==> src/rtl/mmio_serial_hub.sv <==
// ============================================================================
// Module   : mmio_serial_hub
// Purpose  : Memory-mapped hub between the CPU data port and NCH byte-serial
//            channels: per-channel RX FIFO, TX holding register and sticky
//            overflow status. Optional IRQ/mask register via MMIO_HUB_IRQ_EN.
// Revision : 1.0  initial release
// ============================================================================
`default_nettype none

module mmio_serial_hub #(
    parameter int          NCH      = 2,
    parameter int          FIFO_DEP = 8,
    parameter logic [15:0] IO_BASE  = 16'hBF00
) (
    input  logic               clk,
    input  logic               rst,
    input  logic [15:0]        mem_addr,
    input  logic [15:0]        mem_wdata,
    input  logic               mem_re,
    input  logic               mem_we,
    output logic [15:0]        mem_rdata,
    output logic               is_io,
    output logic [17:0]        ram_addr,
    input  logic [15:0]        ram_rdata,
    input  logic [8*NCH-1:0]   ch_rx_data,
    input  logic [NCH-1:0]     ch_rx_valid,
    output logic [8*NCH-1:0]   ch_tx_data,
    output logic [NCH-1:0]     ch_tx_valid,
`ifdef MMIO_HUB_IRQ_EN
    output logic               irq,
`endif
    input  logic [NCH-1:0]     ch_tx_ready
);

    localparam int AW = $clog2(FIFO_DEP);
    localparam int CW = AW + 1;
`ifdef MMIO_HUB_IRQ_EN
    localparam int NWIN = 2 * NCH + 1;
`else
    localparam int NWIN = 2 * NCH;
`endif
    localparam logic [15:0] WIN = 16'(NWIN);

    logic [15:0]    offset;
    logic [NCH-1:0] sel_data;
    logic [NCH-1:0] sel_stat;
    logic [NCH-1:0] rx_avail;
    logic [NCH-1:0] ovf;
    logic [NCH-1:0] tx_valid;
    logic [7:0]     head [NCH];
    logic           unused_bits;

    // Unsigned wrap of the subtraction makes addresses below IO_BASE fall out too
    assign offset      = mem_addr - IO_BASE;
    assign is_io       = offset < WIN;
    assign ram_addr    = {2'b00, mem_addr};
    assign ch_tx_valid = tx_valid;
    assign unused_bits = ^mem_wdata[15:8];

    generate
        for (genvar k = 0; k < NCH; k++) begin : g_ch
            localparam logic [15:0] DOFS = 16'(2 * k);

            logic [7:0]    fifo_mem [FIFO_DEP];
            logic [AW-1:0] wr_ptr;
            logic [AW-1:0] rd_ptr;
            logic [CW-1:0] count;
            logic          full;
            logic          push;
            logic          pop;
            logic          ovf_flag;
            logic          tx_pend;
            logic [7:0]    tx_byte;

            assign sel_data[k] = is_io && (offset == DOFS);
            assign sel_stat[k] = is_io && (offset == DOFS + 16'd1);
            assign full        = (count == CW'(FIFO_DEP));
            assign pop         = mem_re && sel_data[k] && (count != '0);
            // A pop in the same cycle frees the slot, so a full FIFO still accepts
            assign push        = ch_rx_valid[k] && (!full || pop);

            always_ff @(posedge clk) begin
                if (!rst) begin
                    wr_ptr   <= '0;
                    rd_ptr   <= '0;
                    count    <= '0;
                    ovf_flag <= 1'b0;
                    tx_pend  <= 1'b0;
                    tx_byte  <= 8'h00;
                end else begin
                    if (push) wr_ptr <= wr_ptr + AW'(1);
                    if (pop)  rd_ptr <= rd_ptr + AW'(1);
                    if (push && !pop)
                        count <= count + CW'(1);
                    else if (pop && !push)
                        count <= count - CW'(1);
                    if (ch_rx_valid[k] && full && !pop)
                        ovf_flag <= 1'b1;
                    else if (mem_re && sel_stat[k])
                        ovf_flag <= 1'b0;
                    if (tx_pend && ch_tx_ready[k])
                        tx_pend <= 1'b0;
                    else if (mem_we && !mem_re && sel_data[k] && !tx_pend) begin
                        tx_pend <= 1'b1;
                        tx_byte <= mem_wdata[7:0];
                    end
                end
            end

            always_ff @(posedge clk) begin
                if (push) fifo_mem[wr_ptr] <= ch_rx_data[8*k +: 8];
            end

            assign head[k]                = (count != '0) ? fifo_mem[rd_ptr] : 8'h00;
            assign rx_avail[k]            = (count != '0);
            assign ovf[k]                 = ovf_flag;
            assign tx_valid[k]            = tx_pend;
            assign ch_tx_data[8*k +: 8]   = tx_byte;
        end
    endgenerate

`ifdef MMIO_HUB_IRQ_EN
    localparam logic [15:0] MOFS = 16'(2 * NCH);

    logic           sel_mask;
    logic [NCH-1:0] mask;

    assign sel_mask = is_io && (offset == MOFS);

    always_ff @(posedge clk) begin
        if (!rst) begin
            mask <= '0;
            irq  <= 1'b0;
        end else begin
            if (mem_we && !mem_re && sel_mask) mask <= mem_wdata[NCH-1:0];
            irq <= |(rx_avail & mask);
        end
    end
`endif

    always_comb begin
        mem_rdata = 16'h0000;
        if (!is_io) begin
            mem_rdata = ram_rdata;
        end else begin
            for (int k = 0; k < NCH; k++) begin
                if (sel_data[k]) mem_rdata = {8'h00, head[k]};
                if (sel_stat[k]) mem_rdata = {13'b0, ovf[k], rx_avail[k], ~tx_valid[k]};
            end
`ifdef MMIO_HUB_IRQ_EN
            if (sel_mask) mem_rdata = {{(16-NCH){1'b0}}, mask};
`endif
        end
    end

endmodule

`default_nettype wire

==> config.mk <==
export PLATFORM = sky130hd
export DESIGN_NAME = mmio_serial_hub
export DESIGN_NICKNAME = d
export VERILOG_FILES = /design/src/rtl/mmio_serial_hub.sv
export SDC_FILE = /design/constraint.sdc
export NUM_CORES = 1
export LEC_CHECK = 0
export BUFFER_PORTS_ARGS = -buffer_cell sky130_fd_sc_hd__buf_2
export CAP_MARGIN = 15
export CORE_MARGIN = 4
export CORE_UTILIZATION = 29
export CTS_BUF_LIST = sky130_fd_sc_hd__clkbuf_8
export DETAILED_ROUTE_END_ITERATION = 16
export PLACE_DENSITY_LB_ADDON = 0.2
export SYNTH_ARGS = -nofsm -noshare
export SYNTH_HDL_FRONTEND = slang
export SYNTH_SLANG_ARGS = --single-unit
==> constraint.sdc <==
create_clock -name clk -period 5.5 [get_ports clk]
set_clock_uncertainty 0.1 [all_clocks]
set_input_delay 0.55 -clock clk [delete_from_list [all_inputs] [get_ports clk]]
set_output_delay 0.55 -clock clk [all_outputs]
set_load 0.02 [all_outputs]
# Yosys cells after proc, flatten, opt, wreduce, memory -nomap -nowiden
# Memories as Yosys holds them, arrays and structs flattened. A register that Yosys moved wholly into a read port is not among the register bits.
# Cells that the tools add are included.
[word_totals]
reg_bits = 40
latch_bits = 0
mem_bits_rw = 128
mem_bits_ro = 0
out_inout_bits = 53
elab_cells = 106
mem_count = 2
[memory_table]
columns = ["memory", "depth", "word_bits", "rd", "rd_ports_with_merged_regs", "write_ports", "line_no", "rtl"]
rows = [
  ["g_ch[0].fifo_mem", 8, 8, 1, 1, 1, "64", "logic [7:0] fifo_mem [FIFO_DEP];"],
  ["g_ch[1].fifo_mem", 8, 8, 1, 1, 1, "64", ""],
]
[classes]
addsub = 9
mul = 0
div = 0
n_lt_le_gt_ge = 1
eq_ne = 5
shift = 0
n_mux = 23
bitwise = 5
n_reduce_logical = 49
[op_table]
columns = ["cell", "n"]
rows = [
  ["$mux W16", 4],
  ["$eq A16 B2 Y1 const B", 2],
  ["$logic_and A1 B1 Y1", 27],
  ["$mux W8", 3],
  ["$eq A16 B1 Y1 const B", 1],
  ["$logic_not A16 Y1", 1],
  ["$lt A16 B3 Y1 const B", 1],
  ["$mux W4", 4],
  ["$sub A16 B16 Y16 const B", 1],
  ["$add A3 B1 Y3 const B", 4],
  ["$mux W3", 4],
  ["$logic_not A1 Y1", 9],
  ["$add A4 B1 Y4 const B", 2],
  ["$eq A4 B4 Y1 const B", 2],
  ["$mux W1", 8],
  ["$reduce_bool A2 Y1", 4],
  ["$reduce_bool A4 Y1", 2],
  ["$sub A4 B1 Y4 const B", 2],
  ["$not A1 Y1", 5],
  ["$reduce_and A2 Y1", 2],
  ["$reduce_or A2 Y1", 2],
  ["$logic_or A1 B1 Y1", 2],
]

# Logic depth before layout (Yosys ltp)
[logic_depth]
ltp_word = 11
mapped_depth = 13

# Worst setup path after synthesis
# OpenSTA, ideal clock, no wires.
[synth_path]
kind = "input to register"
from = "input mem_addr[14]"
to = "register g_ch[0].count[3]"
setup_time_ns = 0.071
arrival_time_ns = 3.178
required_ns = 5.329
slack_ns = 2.151
path_stages = 13
cell_sequence = "nor4_2 > nand4_1 > buf_2 > or3_1 > or2_2 > ha_1 > inv_1 > ha_1 > a21o_1 > a21oi_1 > xnor2_1 > or3_1 > a21oi_1"
[synth_via]
elab_chain_cells = 10
[synth_lines]
columns = ["item", "line_no", "rtl"]
rows = [
  ["start, declared", "17", "input logic [15:0] mem_addr,"],
  ["$sub A16 B16 Y16 *", "54", "assign offset = mem_addr - IO_BASE;"],
  ["$lt A16 B3 Y1 or $logic_not A16 Y1 (tied branches)", "55, 75", ""],
  ["$logic_and A1 B1 Y1 *", "75", "assign sel_data[k] = is_io && (offset == DOFS);"],
  ["$logic_and A1 B1 Y1 * (2 in a row)", "78", "assign pop = mem_re && sel_data[k] && (count != '0);"],
  ["$logic_or A1 B1 Y1", "80", "assign push = ch_rx_valid[k] && (!full || pop);"],
  ["$logic_and A1 B1 Y1", "80", ""],
  ["$logic_not A1 Y1", "95", "else if (pop && !push)"],
  ["$logic_and A1 B1 Y1", "95", ""],
  ["$reduce_bool A2 Y1 (no source line)", "--", ""],
  ["end signal, assigned", "94", "count <= count + CW'(1);"],
  ["end signal, assigned", "96", "count <= count - CW'(1);"],
  ["end, declared", "67", "logic [CW-1:0] count;"],
]
# Mark *: on every way between the ends. The rest lies on a longest branch, timed or not.
# A chain may end at the register's enable or synchronous reset.

==> results_dict.tcl <==
set metrics [dict create \
    status "finished, final reports clean" \
    synth_largest_area_cell "edfxtp_1" \
    antenna_found_initial 0 \
    netlist.area_leader.share_pct 52.6 \
    final_cells 925 \
    grt_max_degree 31 \
    finalWirelength_um 16300 \
    endpoint_kind "primary output" \
    min_to "g_ch[0].tx_byte[7]" \
    async_reset_ff_share_pct 0 \
    path_cells "mux4_2 -> nand2b_1 -> a21oi_1 -> a2111oi_0 -> nor2_1 -> buf_2" \
    powerDensity_nw_per_um2 320 \
    cap_violations 0 \
    critPathMaxFanout 14 \
    hp-start "mem_wdata[7]" \
    areaGrowthSynthToFinish_pct 16.8 \
    synthTopCellsByCount "edfxtp_1 (128), nor2_1 (53), dfxtp_1 (46)" \
    p_comb_share_pct 11.7 \
    critPathMaxStageDelay_ns 0.98 \
    die_area_um2 27800 \
    drtAntennaViolNets 0 \
    r2r_start "g_ch[1].count[0]" \
    fmax_ghz 0.264 \
    first_iter_violations 249 \
    syn_area_per_cell_um2 14.9 \
    io_pins 125 \
    r2r_cells 12 \
    finalSetupViolations 0 \
    layout.nets 672 \
    grt_pass1_vias 4382 \
    required_ns 4.85 \
    cts.sinks 174 \
    dieHeight_um 167 \
    numCtsBuffers 17 \
    hold_viol_final 0 \
    vias 4227 \
    arrival_ns 3.14 \
    core-area_um2 24500 \
    num_rows 57 \
    io_buffers 114 \
    fill_cells 2414 \
    critPathLaunchType "register" \
    finalSetupTns_ns 0 \
    power_mw 2.73 \
    cts_tree "built" \
    dpl.cell_count 893 \
    clk_latency_ns 0.45 \
    place_congestion 0.716 \
    hold_class "in2reg" \
    drt-vias-per-instance 4.57 \
    drc 0 \
    period_needed_ns 3.79 \
    start_util_pct 29.8 \
    crit_type "reg2out" \
    firstDrtPassIters 4 \
    synth_cell_types 48 \
    grt_pass1_wl_um 25200 \
    hold_buffers 0 \
    worst_pin_slew_ns 1.02 \
    cts_resized 0 \
    synth_most_common_cell "edfxtp_1" \
    wl_per_cell_um 17.6 \
    post_cts_buffers 0 \
    drv_slew 0 \
    relSlewSlack_pct 31.7 \
    p_int_mw 1.96 \
    rsz0062_at_grt "no" \
    grt_use_total_pct 11.8 \
    peakVddDrop_uv 115 \
    seq_power_share_pct 55.6 \
    n_antenna_cell 0 \
    drive_above_1_share_pct 32.3 \
    post-route-period-util_pct 68.9 \
    net-switching-power_uw 767 \
    cts_root_buf "clkbuf_8" \
    die_width_um 167 \
    r2r_end "g_ch[1].count[3]" \
    clk_pin_slew_ns 0.10 \
    ff2ff_setup_slack_ns 2.19 \
    synth_warnings 0 \
    ys_seq_elements 174 \
    synth_flop_cell "edfxtp_1" \
    cts_max_level 4 \
    power.leakage_nw 3.14 \
    holdPathStages 3 \
    synth-edff-count 128 \
    cts.path.max_buffers 2 \
    synth-seq-area-share_pct 65.2 \
    swShare_pct 28.1 \
    overflow 0 \
    crit_slowest_cell "dfxtp_1" \
    syn_area_um2 7310 \
    netlist_instances 489 \
    p_clk_share_pct 32.7 \
    dp_hpwl_um 11400 \
    synth.top_cells.by_area "edfxtp_1 (53%), dfxtp_1 (13%), mux4_2 (9.9%)" \
]
power groups by stage:
| stage | registers (mW) | logic (mW) | clock network (mW) |
|---|---|---|---|
| final | 1.52 | 0.319 | 0.894 |
| after global routing | 1.52 | 0.356 | 0.972 |
| after CTS | 1.52 | 0.326 | 0.920 |
| after detailed placement | 1.55 | 0.324 | 0 |
| after global placement | 1.54 | 0.311 | 0 |
| after floorplan | 1.54 | 0.217 | 0 |
per-stage QoR:
step	util (%)	hold WS (ns)	area (µm²)	setup WS, ns
3_3_place_gp	33.0	0.370	8090	1.73
4_1_cts	34.8	0.204	8540	1.50
2_1_floorplan	-	0.359	7310	2.15
3_5_place_dp	33.1	0.383	8120	1.73
5_1_grt	34.8	0.214	8540	1.39
6_report	34.8	0.235	8540	1.71
cell type report:
type | instances | area (µm²) | share of cell area, %
well taps | 324 | 405 | 4.75
multi-input cells | 264 | 2270 | 26.6
flip-flops and latches | 174 | 4760 | 55.8
inverters | 11 | 41.3 | 0.484
clock buffers | 17 | 234 | 2.74
repair buffers | 120 | 636 | 7.45
clock inverters | 15 | 181 | 2.13
sequential cells by signal (all words and copies together), names as in the netlist, named ones only:
name           flops
g_ch.tx_byte      16
g_ch.wr_ptr        6
g_ch.rd_ptr        6
g_ch.ovf_flag      2
g_ch.count         8
g_ch.fifo_mem    128
g_ch.tx_pend       2
worst max-delay path by stage:
stage | end | slack (ns) | cells past startpoint
2_1_floorplan | g_ch[0].count[3] | 2.15 | 13
3_3_place_gp | g_ch[0].count[3] | 1.73 | 14
3_5_place_dp | g_ch[1].count[3] | 1.73 | 15
4_1_cts | mem_rdata[1] | 1.50 | 6
5_1_grt | mem_rdata[1] | 1.39 | 6
6_report | mem_rdata[1] | 1.71 | 6
worst max-delay path, delay by kind of cell, from the launching register on:
kind	cells	cell delay, ns
AND/OR/NAND/NOR	2	0.18
flip-flops	1	0.98
buffers and inverters	1	0.18
AO/OA/AOI/OAI	2	0.72
multiplexers	1	0.62
metal layers:
| layer | track usage (%) | up-vias | share of wire, % |
|---|---|---|---|
| li1 | - | 2023 | - |
| met1 | 14.6 | 2122 | 43 |
| met2 | 20.4 | 67 | 52 |
| met3 | 2.44 | 15 | 3.0 |
| met4 | 4.16 | 0 | 1.5 |
| met5 | 0 | - | 0 |
placed cells by master, fill, tap and decap left out, types with 8 or more instances in the layout:
cell type	instances
mux4_2	32
a21oi_1	25
o21ai_0	9
inv_1	11
nand2_1	11
nor3_1	9
nor2_1	53
and2_1	8
clkbuf_8	17
mux2i_1	35
nand2b_1	8
edfxtp_1	128
buf_2	114
ha_1	10
dfxtp_1	46
logic make-up (layout without fill, tap and decap cells):
kind of cell | Yosys count | count (layout) | synth area share [%]
multiplexers | 68 | 68 | 14.8
AO/OA/AOI/OAI | 51 | 51 | 4.25
flip-flops | 174 | 174 | 65.2
XOR/XNOR | 11 | 11 | 1.32
buffers and inverters | 52 | 163 | 3.89
other | 1 | 2 | 0.0513
adder cells (fa/ha/maj) | 12 | 12 | 2.26
AND/OR/NAND/NOR | 120 | 120 | 8.25
No activity file was read; power rests on OpenSTA's default activity.
